===== src/rtl/wisc_pkg.sv =====
// Shared types and constants for the 16-bit WISC pipeline.
// Holds the fetch FSM states, the IF/ID record and the ISA constants.
package wisc_pkg;

  localparam int PC_W = 16;
  localparam int INSTR_W = 16;
  localparam logic [3:0] HLT_OPCODE = 4'hF;
  localparam logic [PC_W-1:0] RESET_PC = '0;

  typedef enum logic [1:0] {
    FETCH = 2'd0,
    HOLD  = 2'd1,
    HALT  = 2'd2
  } fetch_state_t;

  typedef struct packed {
    logic [INSTR_W-1:0] instr;
    logic [PC_W-1:0]    pc_plus2;
    logic               valid;
  } if_id_t;

endpackage


===== src/rtl/fetch_stage_if.sv =====
// Instruction-memory handshake plus the IF/ID outputs seen by Decode.
// master = fetch stage, slave = memory/decode side.
interface fetch_stage_if #(
  parameter int PC_W = wisc_pkg::PC_W
);

  logic                         imem_req_o;
  logic [PC_W-1:0]              imem_addr_o;
  logic                         imem_rdy_i;
  logic [wisc_pkg::INSTR_W-1:0] imem_data_i;
  logic [wisc_pkg::INSTR_W-1:0] if_id_instr_o;
  logic [PC_W-1:0]              if_id_pc_plus2_o;
  logic                         if_id_valid_o;

  modport master (
    output imem_req_o, imem_addr_o,
    input  imem_rdy_i, imem_data_i,
    output if_id_instr_o, if_id_pc_plus2_o, if_id_valid_o
  );

  modport slave (
    input  imem_req_o, imem_addr_o,
    output imem_rdy_i, imem_data_i,
    input  if_id_instr_o, if_id_pc_plus2_o, if_id_valid_o
  );

endinterface


===== src/rtl/if_id_reg.sv =====
// Generic pipeline stage register: payload plus valid, kill > load > hold.
// Latency 1 cycle; holding is simply load=0 and kill=0.
module if_id_reg #(
  parameter int W = 32
) (
  input  logic         clk,
  input  logic         rst_n,
  input  logic         load,
  input  logic         kill,
  input  logic [W-1:0] d,
  output logic [W-1:0] q,
  output logic         vld
);

  // Kill only drops valid; the stale payload is harmless behind a bubble.
  always_ff @(posedge clk or negedge rst_n) begin
    if (!rst_n) begin
      q   <= '0;
      vld <= 1'b0;
    end else if (kill) begin
      vld <= 1'b0;
    end else if (load) begin
      q   <= d;
      vld <= 1'b1;
    end
  end

endmodule


===== src/rtl/fetch_stage.sv =====
// WISC instruction fetch: owns the PC, requests imem, loads IF/ID one cycle after rdy.
// Stall parks a just-returned instruction in a one-entry skid buffer; flush beats everything.
module fetch_stage #(
  parameter int              PC_W       = 16,
  parameter logic [PC_W-1:0] RESET_PC   = '0,
  parameter logic [3:0]      HLT_OPCODE = 4'hF
) (
  input  logic              clk,
  input  logic              rst_n,
  input  logic              stall_i,
  input  logic              flush_i,
  input  logic [PC_W-1:0]   redirect_pc_i,
  fetch_stage_if.master     bus,
  output logic              halted_o
);

  import wisc_pkg::INSTR_W;
  import wisc_pkg::fetch_state_t;
  import wisc_pkg::FETCH;
  import wisc_pkg::HOLD;
  import wisc_pkg::HALT;

  localparam logic [PC_W-1:0] PC_STEP    = PC_W'(2);
  localparam logic [PC_W-1:0] ALIGN_MASK = ~PC_W'(1);

  typedef struct packed {
    logic [INSTR_W-1:0] instr;
    logic [PC_W-1:0]    pc_plus2;
  } fetch_pkt_t;

  fetch_state_t    state, state_nxt;
  logic [PC_W-1:0] pc, pc_nxt, pc_plus2;
  fetch_pkt_t      fetched, skid, skid_nxt, rf_d, rf_q;
  logic            rf_load, rf_kill, rf_vld;
  logic            fetched_hlt, skid_hlt;

  assign pc_plus2    = pc + PC_STEP;
  assign fetched     = '{instr: bus.imem_data_i, pc_plus2: pc_plus2};
  assign fetched_hlt = (bus.imem_data_i[INSTR_W-1 -: 4] == HLT_OPCODE);
  assign skid_hlt    = (skid.instr[INSTR_W-1 -: 4] == HLT_OPCODE);

  always_ff @(posedge clk or negedge rst_n) begin
    if (!rst_n) begin
      state <= FETCH;
      pc    <= RESET_PC;
      skid  <= '0;
    end else begin
      state <= state_nxt;
      pc    <= pc_nxt;
      skid  <= skid_nxt;
    end
  end

  always_comb begin
    state_nxt = state;
    pc_nxt    = pc;
    skid_nxt  = skid;
    rf_load   = 1'b0;
    rf_kill   = 1'b0;
    rf_d      = fetched;

    if (flush_i) begin
      // Any outstanding request is abandoned; the skid contents become dead.
      pc_nxt    = redirect_pc_i & ALIGN_MASK;
      rf_kill   = 1'b1;
      state_nxt = FETCH;
    end else begin
      unique case (state)
        FETCH: begin
          if (bus.imem_rdy_i) begin
            pc_nxt = pc_plus2;
            if (!stall_i) begin
              rf_load = 1'b1;
              if (fetched_hlt) state_nxt = HALT;
            end else begin
              skid_nxt  = fetched;
              state_nxt = HOLD;
            end
          end else if (!stall_i) begin
            rf_kill = 1'b1;
          end
        end
        HOLD: begin
          if (!stall_i) begin
            rf_load   = 1'b1;
            rf_d      = skid;
            state_nxt = skid_hlt ? HALT : FETCH;
          end
        end
        HALT: begin
          if (!stall_i) rf_kill = 1'b1;
        end
        default: state_nxt = FETCH;
      endcase
    end
  end

  if_id_reg #(.W($bits(fetch_pkt_t))) u_if_id (
    .clk   (clk),
    .rst_n (rst_n),
    .load  (rf_load),
    .kill  (rf_kill),
    .d     (rf_d),
    .q     (rf_q),
    .vld   (rf_vld)
  );

  assign bus.imem_req_o       = (state == FETCH);
  assign bus.imem_addr_o      = pc;
  assign bus.if_id_instr_o    = rf_q.instr;
  assign bus.if_id_pc_plus2_o = rf_q.pc_plus2;
  assign bus.if_id_valid_o    = rf_vld;
  assign halted_o             = (state == HALT);

endmodule

===== src/flat_wrapper.sv =====
// flat-port wrapper written by rule: the top's interface ports become plain ports
module fetch_stage_flat import wisc_pkg::INSTR_W; import wisc_pkg::fetch_state_t; import wisc_pkg::FETCH; import wisc_pkg::HOLD; import wisc_pkg::HALT;
#(
  parameter int              PC_W       = 16,
  parameter logic [PC_W-1:0] RESET_PC   = '0,
  parameter logic [3:0]      HLT_OPCODE = 4'hF
)
  (clk, rst_n, stall_i, flush_i, redirect_pc_i, halted_o, bus_imem_req_o, bus_imem_addr_o, bus_imem_rdy_i, bus_imem_data_i, bus_if_id_instr_o, bus_if_id_pc_plus2_o, bus_if_id_valid_o);
  fetch_stage_if #(.PC_W(PC_W)) bus_i ();
  input  logic clk;
  input  logic rst_n;
  input  logic stall_i;
  input  logic flush_i;
  input  logic [PC_W-1:0] redirect_pc_i;
  output logic halted_o;
  output wire logic [$bits(bus_i.imem_req_o)-1:0] bus_imem_req_o;
  output wire logic [$bits(bus_i.imem_addr_o)-1:0] bus_imem_addr_o;
  input wire logic [$bits(bus_i.imem_rdy_i)-1:0] bus_imem_rdy_i;
  input wire logic [$bits(bus_i.imem_data_i)-1:0] bus_imem_data_i;
  output wire logic [$bits(bus_i.if_id_instr_o)-1:0] bus_if_id_instr_o;
  output wire logic [$bits(bus_i.if_id_pc_plus2_o)-1:0] bus_if_id_pc_plus2_o;
  output wire logic [$bits(bus_i.if_id_valid_o)-1:0] bus_if_id_valid_o;
  assign bus_imem_req_o = bus_i.imem_req_o;
  assign bus_imem_addr_o = bus_i.imem_addr_o;
  assign bus_i.imem_rdy_i = bus_imem_rdy_i;
  assign bus_i.imem_data_i = bus_imem_data_i;
  assign bus_if_id_instr_o = bus_i.if_id_instr_o;
  assign bus_if_id_pc_plus2_o = bus_i.if_id_pc_plus2_o;
  assign bus_if_id_valid_o = bus_i.if_id_valid_o;
  fetch_stage #(.PC_W(PC_W), .RESET_PC(RESET_PC), .HLT_OPCODE(HLT_OPCODE)) u_core (.clk(clk), .rst_n(rst_n), .stall_i(stall_i), .flush_i(flush_i), .redirect_pc_i(redirect_pc_i), .bus(bus_i), .halted_o(halted_o));
endmodule

===== config.mk =====
export PLATFORM = sky130hd
export DESIGN_NAME = fetch_stage_flat
export DESIGN_NICKNAME = d
export VERILOG_FILES = /design/src/rtl/wisc_pkg.sv /design/src/rtl/fetch_stage_if.sv /design/src/rtl/if_id_reg.sv /design/src/rtl/fetch_stage.sv /design/src/flat_wrapper.sv
export SDC_FILE = /design/constraint.sdc
export NUM_CORES = 1
export LEC_CHECK = 0
export ABC_AREA = 1
export CAP_MARGIN = 20
export CORE_MARGIN = 2
export CORE_UTILIZATION = 56
export CTS_CLUSTER_SIZE = 8
export DETAILED_ROUTE_END_ITERATION = 10
export HOLD_SLACK_MARGIN = 0.08
export PLACE_DENSITY = 0.88
export SLEW_MARGIN = 20
export SYNTH_ARGS = -nofsm -noshare
export SYNTH_HDL_FRONTEND = slang
export SYNTH_SLANG_ARGS = --single-unit

===== constraint.sdc =====
create_clock -name clk -period 3.4 [get_ports clk]
set_input_delay 0.51 -clock clk [delete_from_list [all_inputs] [get_ports clk]]
set_output_delay 0.51 -clock clk [all_outputs]
set_load 0.02 [all_outputs]

==> results.cfg, run 1 <==
[worst_setup_path]
cp-end-kind = output port
worst_r2r_endpoint = u_core.bus.imem_addr_o[13]$_DFFE_PN0N_
r2r_slack_ns = 1.59
r2r.worst_path.cells = 7
required_ns = 2.89
path_common_cell = sky130_fd_sc_hd__inv_2
cp-endpoint = bus_imem_req_o
cp_max_fo = 4
cp_cell_sequence = inv_2 -> nand2_1 -> inv_2 -> clkdlybuf4s50_1
critical_path_depth = 4
worst_path_largest_cell_delay_ns = 0.65
buf_inv_stages_crit_path = 3
slowest_stage = sky130_fd_sc_hd__clkdlybuf4s50_1
critPathLaunch = u_core.state[0]$_DFFE_PN0P_
critical_path.reg2reg.startpoint = u_core.state[0]$_DFFE_PN0P_
cp-start-kind = flop
worstSetupPathType = reg2out
critical-path-top-delay-family = buffers and inverters
worst-endpoint-arrival_ns = 1.73

[cells_and_area]
final_common_cell = sky130_fd_sc_hd__nand2_1
antenna_cells_inserted = 0
finalNetCount = 673
finish.utilization = 0.7307
layout-drive-gt1-share = 0.07031
nFillCells = 562
layout.cells.most_common_list = sky130_fd_sc_hd__nand2_1 (197), sky130_fd_sc_hd__clkdlybuf4s50_1 (84), sky130_fd_sc_hd__dfrtp_1 (82)
cell_area_after_layout_mm2 = 0.005356
layout-area-overhead-vs-synth_pct = 25.65

[status]
status = finished, final reports clean

[detailed_routing]
final_routed_wirelength_across_all_metal_layers_um = 10680
route.detailed.drc = 0
detailedRoute.firstPassIterationCount = 4
route.detailed.wl_per_inst_um = 14.45
dr_total_vias = 3994
dr.first_iter.drc_count = 263
post_drt_via_cell_ratio = 5.405
drtAntennaViolNets = 0

[clocking]
post_cts_resized = 0
tritoncts_buffers = 9
tritoncts_num_sinks = 82
cts_root_buffer = sky130_fd_sc_hd__clkbuf_8
tritoncts = built
ctsLongestPathBuffers = 2
hold_buffers = 0
insertion_delay_ns = 0.35
cts_max_level = 3
cts_post_setup_buffers_inserted = 0
cts.clk_slew.worst_paths_ns = 0.08

[global_route]
grt_first_pass_wirelength_um = 18320
grt_start_max_net_pins = 83
most_used_layer_global_route = met2
grt_remaining_overflow = 0
use_met1 = 0.4069
number_of_antenna_violations_at_the_first_check_in_global_routing = 0
first_global_vias = 3832
gr-usage-met3 = 0.02656
gr_met2_demand_resource = 0.4235
global_route.usage.total = 0.2757

[sta]
slew-limit-headroom = 0.5036
clock-skew-final_ns = 0.008076
fmax_mhz = 447.0
setup_viol_count_final = 0
worstMarginPinSlew_ns = 0.7446
rsz0062_at_grt = false
period_minus_slack_ns = 2.237
hold_violations = 0
number_of_slew_limit_violations_in_the_final_report = 0
timing.final.crit_share = 0.6580
tns_ns = 0

[logic_synthesis]
summed_instance_area_of_the_synthesized_netlist_mm2 = 0.004263
synth.net_count = 595
post_synth_inst_count = 557
synthArstFlopShare = 1.000
synth-adder-area-share = 0.002935
yosys.area_share.simple = 0.2606
muxShareOfSynthArea = 0
synth_xor_area_frac = 0.006164
ys_dominant_reg_cell = sky130_fd_sc_hd__dfrtp_1
count_of_state_elements_after_synthesis = 82
synth_area_per_cell_um2 = 7.653
synth_warnings = 0
synth-compound-area-share = 0.1550
sequential_cell_area_fraction_in_the_yosys_report = 0.4814
synth-edff-count = 0
synthDistinctLibCells = 36
synth_top_family_by_area = simple AND/OR/NAND/NOR gates

[power_and_ir_drop]
leakage_nw = 2.580
power_density_over_the_cells_mw_per_mm2 = 584.8
worst_ir_drop_vdd_v = 0.0003619

[floorplanning]
starting_utilization_of_the_core_area = 0.5815
floorplan.io_pins = 88
die_h_um = 91.25
design.die.area_mm2 = 0.008326
die_x_um = 91.25
floorplan.rows = 31
core_area_mm2 = 0.007331

[place]
placed_area_mm2 = 0.005124
place.gp.congestion = 0.9068
portBuffers = 85
dp_hpwl_um = 7463

[hold_path]
holdCritPathClass = in2async

[job]
max-cap-violations = 0
## cell usage after synthesis, types with 2 or more instances
cell type / n / area share
sky130_fd_sc_hd__buf_2: 12 / 0.014
sky130_fd_sc_hd__nand3_1: 34 / 0.040
sky130_fd_sc_hd__nor3_1: 2 / 0.0023
sky130_fd_sc_hd__buf_4: 5 / 0.0088
sky130_fd_sc_hd__a21boi_0: 15 / 0.026
sky130_fd_sc_hd__nor2_1: 19 / 0.017
sky130_fd_sc_hd__dfrtp_1: 82 / 0.48
sky130_fd_sc_hd__clkbuf_1: 2 / 0.0018
sky130_fd_sc_hd__a21oi_1: 7 / 0.0082
sky130_fd_sc_hd__o21ai_2: 2 / 0.0041
sky130_fd_sc_hd__nand2_1: 197 / 0.17
sky130_fd_sc_hd__inv_2: 9 / 0.0079
sky130_fd_sc_hd__o21ai_1: 7 / 0.0082
sky130_fd_sc_hd__buf_6: 3 / 0.0079
sky130_fd_sc_hd__o211ai_1: 9 / 0.016
sky130_fd_sc_hd__nor2_2: 2 / 0.0029
sky130_fd_sc_hd__or2_2: 5 / 0.0073
sky130_fd_sc_hd__inv_1: 52 / 0.046
sky130_fd_sc_hd__nand4_1: 5 / 0.0073
sky130_fd_sc_hd__o21a_1: 2 / 0.0035
sky130_fd_sc_hd__xor2_1: 2 / 0.0041
sky130_fd_sc_hd__clkbuf_2: 2 / 0.0023
sky130_fd_sc_hd__o21ai_0: 69 / 0.081
## worst register-to-register path, delay by kind of cell, from the launching register on
family / cells / cell delay, ns
flip-flops: 1 / 0.43
buffers and inverters: 3 / 0.76
AND/OR/NAND/NOR: 4 / 0.57
## power by group
group	internal, mW	leakage, nW	switching [mW]
combinational	0.428	1.44	0.550
clock	0.455	0.117	0.358
sequential	1.20	1.02	0.139
## state kept, by name (all words and copies together) (netlist names)
name,flops
u_core.bus.imem_addr_o,15
u_core.skid,32
u_core.state,2
u_core.u_if_id.q,32
u_core.u_if_id.vld,1
## layer usage
layer	part of all wire	wire, um
met5	0	0
met4	0.022	235
met2	0.48	5085
met3	0.051	544
met1	0.45	4817
## metrics by stage
| step | std cells | hold WS, ns | power, mW | worst slack (ns) |
|---|---|---|---|---|
| after floorplan | 557 | 0.2144 | 1.882 | 1.851 |
| after global placement | 723 | 0.4481 | 2.286 | 1.089 |
| after detailed placement | 723 | 0.4604 | 2.327 | 1.039 |
| after CTS | 739 | 0.3649 | 3.133 | 1.176 |
| after global routing | 739 | 0.2668 | 3.296 | 1.121 |
| final | 739 | 0.1761 | 3.133 | 1.163 |
## area by class of cell
class                           instances  area, um^2  area share
Clock buffer                           12       155.1     0.02897
Clock inverter                          4       73.82     0.01378
Inverter                               62       232.7     0.04345
Multi-Input combinational cell        388        1814      0.3387
Sequential cell                        82        2052      0.3831
Tap cell                               99       123.9     0.02313
Timing Repair Buffer                   92       904.6      0.1689
## worst min-delay path by stage
stage	cells past startpoint	to	startpoint	slack, ns
CTS	1	u_core.bus.imem_addr_o[10]$_DFFE_PN0N_	rst_n	0.36
detailed placement	2	u_core.skid[13]$_DFFE_PN0P_	u_core.skid[13]$_DFFE_PN0P_	0.46
global placement	2	u_core.skid[8]$_DFFE_PN0P_	u_core.skid[8]$_DFFE_PN0P_	0.45
global route	1	u_core.u_if_id.q[26]$_DFFE_PN0P_	rst_n	0.27
finish	1	u_core.bus.imem_addr_o[1]$_DFFE_PN0N_	rst_n	0.18
floorplan	0	u_core.bus.imem_addr_o[10]$_DFFE_PN0N_	rst_n	0.21
## kinds of logic (layout without fill, tap and decap cells)
family,count (synthesis),after routing
and+or+nand+nor,268,268
AOI/OAI and AO/OA,115,115
buffers and inverters,87,170
DFF,82,82
xor gates and xnor gates,3,3
adders and majority gates,1,1
other,1,1
No activity file was read; power rests on OpenSTA's default activity.
==> inputs of run 2 (changes only) <==
--- a/config.mk
+++ b/config.mk
@@ -8,11 +8,11 @@
 export ABC_AREA = 1
 export CAP_MARGIN = 20
 export CORE_MARGIN = 2
-export CORE_UTILIZATION = 56
+export CORE_UTILIZATION = 52
 export CTS_CLUSTER_SIZE = 8
 export DETAILED_ROUTE_END_ITERATION = 10
 export HOLD_SLACK_MARGIN = 0.08
-export PLACE_DENSITY = 0.88
+export PLACE_DENSITY = 0.83
 export SLEW_MARGIN = 20
 export SYNTH_ARGS = -nofsm -noshare
 export SYNTH_HDL_FRONTEND = slang
==> constraint.sdc (replaced) <==
create_clock -name clk -period 2.1 [get_ports clk]
set_input_delay 0.315 -clock clk [delete_from_list [all_inputs] [get_ports clk]]
set_output_delay 0.315 -clock clk [all_outputs]
set_load 0.02 [all_outputs]
==> run 2 against run 1 <==
  * Design area up 1.4%
  * Clock-buffer cell count up 1
  * Clock power grew 57%
  * Global-route usage decreased by 2.4 points
  * Core utilization shrank 5.9 points
  * Power rose by 60%
  * Critical endpoint unchanged
  * Non-clock buffer count grew 7
  * Critical path depth unchanged
==> results.cfg, run 2 (synthesized netlist as in run 1, its figures left out) <==
[worst_setup_path]
required_ns = 1.78
worstSetupPathType = reg2out
worst_r2r_endpoint = u_core.bus.imem_addr_o[13]$_DFFE_PN0N_
critical_path.reg2reg.startpoint = u_core.bus.imem_addr_o[1]$_DFFE_PN0N_
cp-end-kind = output port
cp-start-kind = flop
critPathLaunch = u_core.state[0]$_DFFE_PN0P_
r2r.worst_path.cells = 8
cp_max_fo = 4
r2r_slack_ns = 0.41
worst-endpoint-arrival_ns = 1.68

[global_route]
grt_first_pass_wirelength_um = 17420
global_route.usage.total = 0.2513
first_global_vias = 3824
grt_remaining_overflow = 0
number_of_antenna_violations_at_the_first_check_in_global_routing = 0
grt_start_max_net_pins = 46

[sta]
number_of_slew_limit_violations_in_the_final_report = 0
period_minus_slack_ns = 1.998
holdWs_ns = 0.4705
hold_violations = 0
setup_viol_count_final = 0
fmax_mhz = 500.4
slew-limit-headroom = 0.5515
rsz0062_at_grt = false
worstMarginPinSlew_ns = 0.6718
timing.final.crit_share = 0.9515
clock-skew-final_ns = 0.007893

[detailed_routing]
route.detailed.drc = 0
post_drt_via_cell_ratio = 5.324
route.detailed.wl_per_inst_um = 13.82
final_routed_wirelength_across_all_metal_layers_um = 10380
dr.first_iter.drc_count = 251
detailedRoute.firstPassIterationCount = 6
drtAntennaViolNets = 0
dr_total_vias = 3998

[hold_path]
holdCritPathClass = in2async

[floorplanning]
die_x_um = 94.54
core_area_mm2 = 0.008093
design.die.area_mm2 = 0.008938
floorplan.io_pins = 88
floorplan.rows = 33
starting_utilization_of_the_core_area = 0.5267
die_h_um = 94.54

[cells_and_area]
final_common_cell = sky130_fd_sc_hd__nand2_1
antenna_cells_inserted = 0
nFillCells = 698
layout-drive-gt1-share = 0.07740
finalNetCount = 680
layout-area-overhead-vs-synth_pct = 27.47
layout.cells.most_common_list = sky130_fd_sc_hd__nand2_1 (197), sky130_fd_sc_hd__clkdlybuf4s50_1 (84), sky130_fd_sc_hd__dfrtp_1 (82)
cell_area_after_layout_mm2 = 0.005434

[power_and_ir_drop]
p_int_mw = 3.385
power_density_over_the_cells_mw_per_mm2 = 923.2
power.share.sequential = 0.432
total_power_mw = 5.017
p_sw_frac = 0.3253
worst_ir_drop_vdd_v = 0.0005646
comb_power_share = 0.313
clockPowerShare = 0.254
leakage_nw = 2.612
net-switching-power_mw = 1.632

[status]
status = finished, final reports clean

[place]
portBuffers = 85
placed_area_mm2 = 0.005201
dp_hpwl_um = 7373
place.gp.congestion = 0.9180

[clocking]
ctsLongestPathBuffers = 2
cts_post_setup_buffers_inserted = 0
cts_max_level = 3
cts.clk_slew.worst_paths_ns = 0.08
tritoncts_num_sinks = 82
cts_root_buffer = sky130_fd_sc_hd__clkbuf_8
tritoncts = built
insertion_delay_ns = 0.36
tritoncts_buffers = 9

[job]
max-cap-violations = 0
-- run 2: worst max path at each step --
stage	end	slack, ns	depth (start not counted)
floorplan	u_core.bus.imem_addr_o[13]$_DFFE_PN0N_	0.55	8
global placement	u_core.bus.imem_addr_o[10]$_DFFE_PN0N_	0.03	6
detailed placement	u_core.u_if_id.q[22]$_DFFE_PN0P_	-0.003	7
CTS	bus_imem_req_o	0.1	4
global route	bus_imem_req_o	0.04	4
finish	bus_imem_req_o	0.10	4
-- run 2: layer usage --
layer  up-vias  wire length (um)  GRT usage
met1      1874              4338     0.3112
met5         -                 0          0
li1       1955                 -          -
met2       147              4997     0.4161
met4         0               232     0.1111
met3        22               808    0.06544
-- run 2: area by class of cell --
class / instances / area, um^2 / area share
timing repair buffer: 99 / 980.9 / 0.1805
clock inverter: 2 / 60.06 / 0.01105
inverter: 62 / 232.7 / 0.04283
clock buffer: 13 / 158.9 / 0.02924
multi-input combinational: 388 / 1818 / 0.3346
sequential: 82 / 2052 / 0.3776
tap: 105 / 131.4 / 0.02418
-- run 2: worst max-delay path: stages (launching register included) --
cell,delay [ns]
sky130_fd_sc_hd__dfrtp_1,0.43
sky130_fd_sc_hd__inv_2,0.09
sky130_fd_sc_hd__nand2_1,0.08
sky130_fd_sc_hd__inv_2,0.11
sky130_fd_sc_hd__clkdlybuf4s50_1,0.61
-- run 2: what timing repair did --
action / in CTS / in global routing
resized for setup: 0 / 1
hold endpoints to repair: 37 / 0
endpoints found under the setup margin: 0 / 2
hold buffers: 1 / 0
-- run 2: through the flow --
stage           TNS [ns]  std cells  utilization  setup slack, ns
5_1_grt                0        751       0.6715          0.03648
3_5_place_dp   -0.003245        735       0.6427        -0.003245
2_1_floorplan          0        557            -           0.5511
6_report               0        751       0.6715           0.1018
3_3_place_gp           0        735       0.6427          0.02823
4_1_cts                0        751       0.6710          0.09595
-- run 2: power by group through the flow --
stage               Clock (mW)  Combinational [mW]  Sequential (mW)
finish                    1.28                1.57             2.17
global route              1.36                1.75             2.21
CTS                       1.30                1.58             2.17
detailed placement           0                1.57             2.19
global placement             0                1.53             2.18
floorplan                    0               0.635             2.41
==> inputs of run 3 (changes only) <==
--- a/config.mk
+++ b/config.mk
@@ -7,7 +7,6 @@
 export LEC_CHECK = 0
 export ABC_AREA = 1
 export CAP_MARGIN = 20
-export CORE_MARGIN = 2
 export CORE_UTILIZATION = 52
 export CTS_CLUSTER_SIZE = 8
 export DETAILED_ROUTE_END_ITERATION = 10
==> run 3 against run 2 <==
  * Routed wire length is 2.8% higher
  * Power is 3.3% lower
  * Sequential share of layout area is 0.28 points higher
  * Hold slack worse by 0.0084 ns
  * First-iteration DRC count is 37% higher
  * Global-route usage is 2.0 points higher
  * Design area is 0.74% lower
  * Setup slack worse by 0.023 ns
  * Non-clock buffer count is 2 higher
  * Clock-buffer cell count is 4 lower
  * Critical endpoint unchanged
  * Largest power group unchanged
==> results.cfg, run 3 (synthesized netlist as in run 1, its figures left out) <==
[status]
status = finished, final reports clean

[power_and_ir_drop]
leakage_nw = 2.605
power_density_over_the_cells_mw_per_mm2 = 899.5
worst_ir_drop_vdd_v = 0.0004868

[floorplanning]
die_h_um = 92.54
die_x_um = 92.54
floorplan.io_pins = 88
starting_utilization_of_the_core_area = 0.5432
design.die.area_mm2 = 0.008564
core_area_mm2 = 0.007848
floorplan.rows = 32

[sta]
clock-skew-final_ns = 0.01020
period_minus_slack_ns = 2.021
setup_viol_count_final = 0
final.setup.worst_slack_ns = 0.07909
tns_ns = 0
fmax_mhz = 494.8
timing.final.crit_share = 0.9623
hold_violations = 0
holdWs_ns = 0.4621
slew-limit-headroom = 0.5455
number_of_slew_limit_violations_in_the_final_report = 0
worstMarginPinSlew_ns = 0.6818
rsz0062_at_grt = false

[clocking]
post_cts_resized = 0
ctsLongestPathBuffers = 2
hold_buffers = 1
cts.clk_slew.worst_paths_ns = 0.09
cts_max_level = 3
tritoncts_buffers = 9
cts_post_setup_buffers_inserted = 0
tritoncts = built
insertion_delay_ns = 0.36
cts_root_buffer = sky130_fd_sc_hd__clkbuf_8
tritoncts_num_sinks = 82

[worst_setup_path]
worst-endpoint-arrival_ns = 1.71
cp_max_fo = 4
worstSetupPathType = reg2out
required_ns = 1.78
cp-end-kind = output port
cp-start-kind = flop

[global_route]
global_route.usage.total = 0.2713
first_global_vias = 3814
grt_remaining_overflow = 0
grt_start_max_net_pins = 46
grt_first_pass_wirelength_um = 18210
number_of_antenna_violations_at_the_first_check_in_global_routing = 0

[detailed_routing]
route.detailed.wl_per_inst_um = 14.20
dr.first_iter.drc_count = 343
final_routed_wirelength_across_all_metal_layers_um = 10670
detailedRoute.firstPassIterationCount = 5
post_drt_via_cell_ratio = 5.349
route.detailed.drc = 0
drtAntennaViolNets = 0
dr_total_vias = 4017

[cells_and_area]
final_common_cell = sky130_fd_sc_hd__nand2_1
nFillCells = 642
finalNetCount = 682
antenna_cells_inserted = 0
layout.cells.most_common_list = sky130_fd_sc_hd__nand2_1 (197), sky130_fd_sc_hd__clkdlybuf4s50_1 (84), sky130_fd_sc_hd__dfrtp_1 (82)
stdcell_count = 751
layout-area-overhead-vs-synth_pct = 26.53
layout-drive-gt1-share = 0.08320

[place]
dp_hpwl_um = 7610
pre_cts_slack_ns = 0.01112
place.gp.congestion = 0.9147
portBuffers = 85
placed_cells_incl_taps = 734

[hold_path]
holdCritPathClass = in2async

[job]
max-cap-violations = 0
-- run 3: report_power, final --
part	internal [mW]	total [mW]	switching, mW
clock	0.455	1.10	0.640
sequential	1.95	2.17	0.220
combinational	0.707	1.59	0.883
total	3.11	4.85	1.74
-- run 3: area by class of cell --
class / count / area, um^2 / area share
clock buffer: 9 / 123.9 / 0.02296
clock inverter: 7 / 60.06 / 0.01113
inverter: 62 / 232.7 / 0.04315
multi-input combinational: 388 / 1814 / 0.3363
sequential: 82 / 2052 / 0.3804
tap: 102 / 127.6 / 0.02366
timing repair buffer: 101 / 983.4 / 0.1823
-- run 3: worst paths after layout --
| kind | from | to | slack, ns | depth (start not counted) |
|---|---|---|---|---|
| worst max-delay path | u_core.state[0]$_DFFE_PN0P_ | bus_imem_req_o | 0.08 | 4 |
| worst min-delay path | rst_n | u_core.u_if_id.q[26]$_DFFE_PN0P_ | 0.46 | 2 |
| worst max register to register | u_core.bus.imem_addr_o[1]$_DFFE_PN0N_ | u_core.bus.imem_addr_o[13]$_DFFE_PN0N_ | 0.33 | 8 |
| worst min register to register | u_core.skid[4]$_DFFE_PN0P_ | u_core.skid[4]$_DFFE_PN0P_ | 0.48 | 2 |
| max in group asynchronous | rst_n | u_core.u_if_id.q[3]$_DFFE_PN0P_ | 0.99 | 3 |
| min in group clk | u_core.skid[4]$_DFFE_PN0P_ | u_core.skid[4]$_DFFE_PN0P_ | 0.48 | 2 |
-- run 3: worst max-delay path, cell delays in order (launching register included) --
cell and delay [ns]:
sky130_fd_sc_hd__dfrtp_1 0.43, sky130_fd_sc_hd__inv_2 0.09, sky130_fd_sc_hd__nand2_1 0.09, sky130_fd_sc_hd__inv_2 0.11, sky130_fd_sc_hd__clkdlybuf4s50_1 0.63
-- run 3: routing by layer --
layer | global-route usage | wire length, um | up-vias
met5 | 0 | 0 | -
met4 | 0.1094 | 241 | 0
met1 | 0.3712 | 4614 | 1866
li1 | - | - | 1953
met3 | 0.04926 | 779 | 23
met2 | 0.4272 | 5031 | 175
-- run 3: stage by stage --
stage,utilization,power [mW],area [um^2]
after floorplan,-,3.047,4263
after global placement,0.6626,3.711,5200
after detailed placement,0.6626,3.771,5200
after CTS,0.6873,4.863,5394
after global routing,0.6873,5.141,5394
final,0.6873,4.852,5394
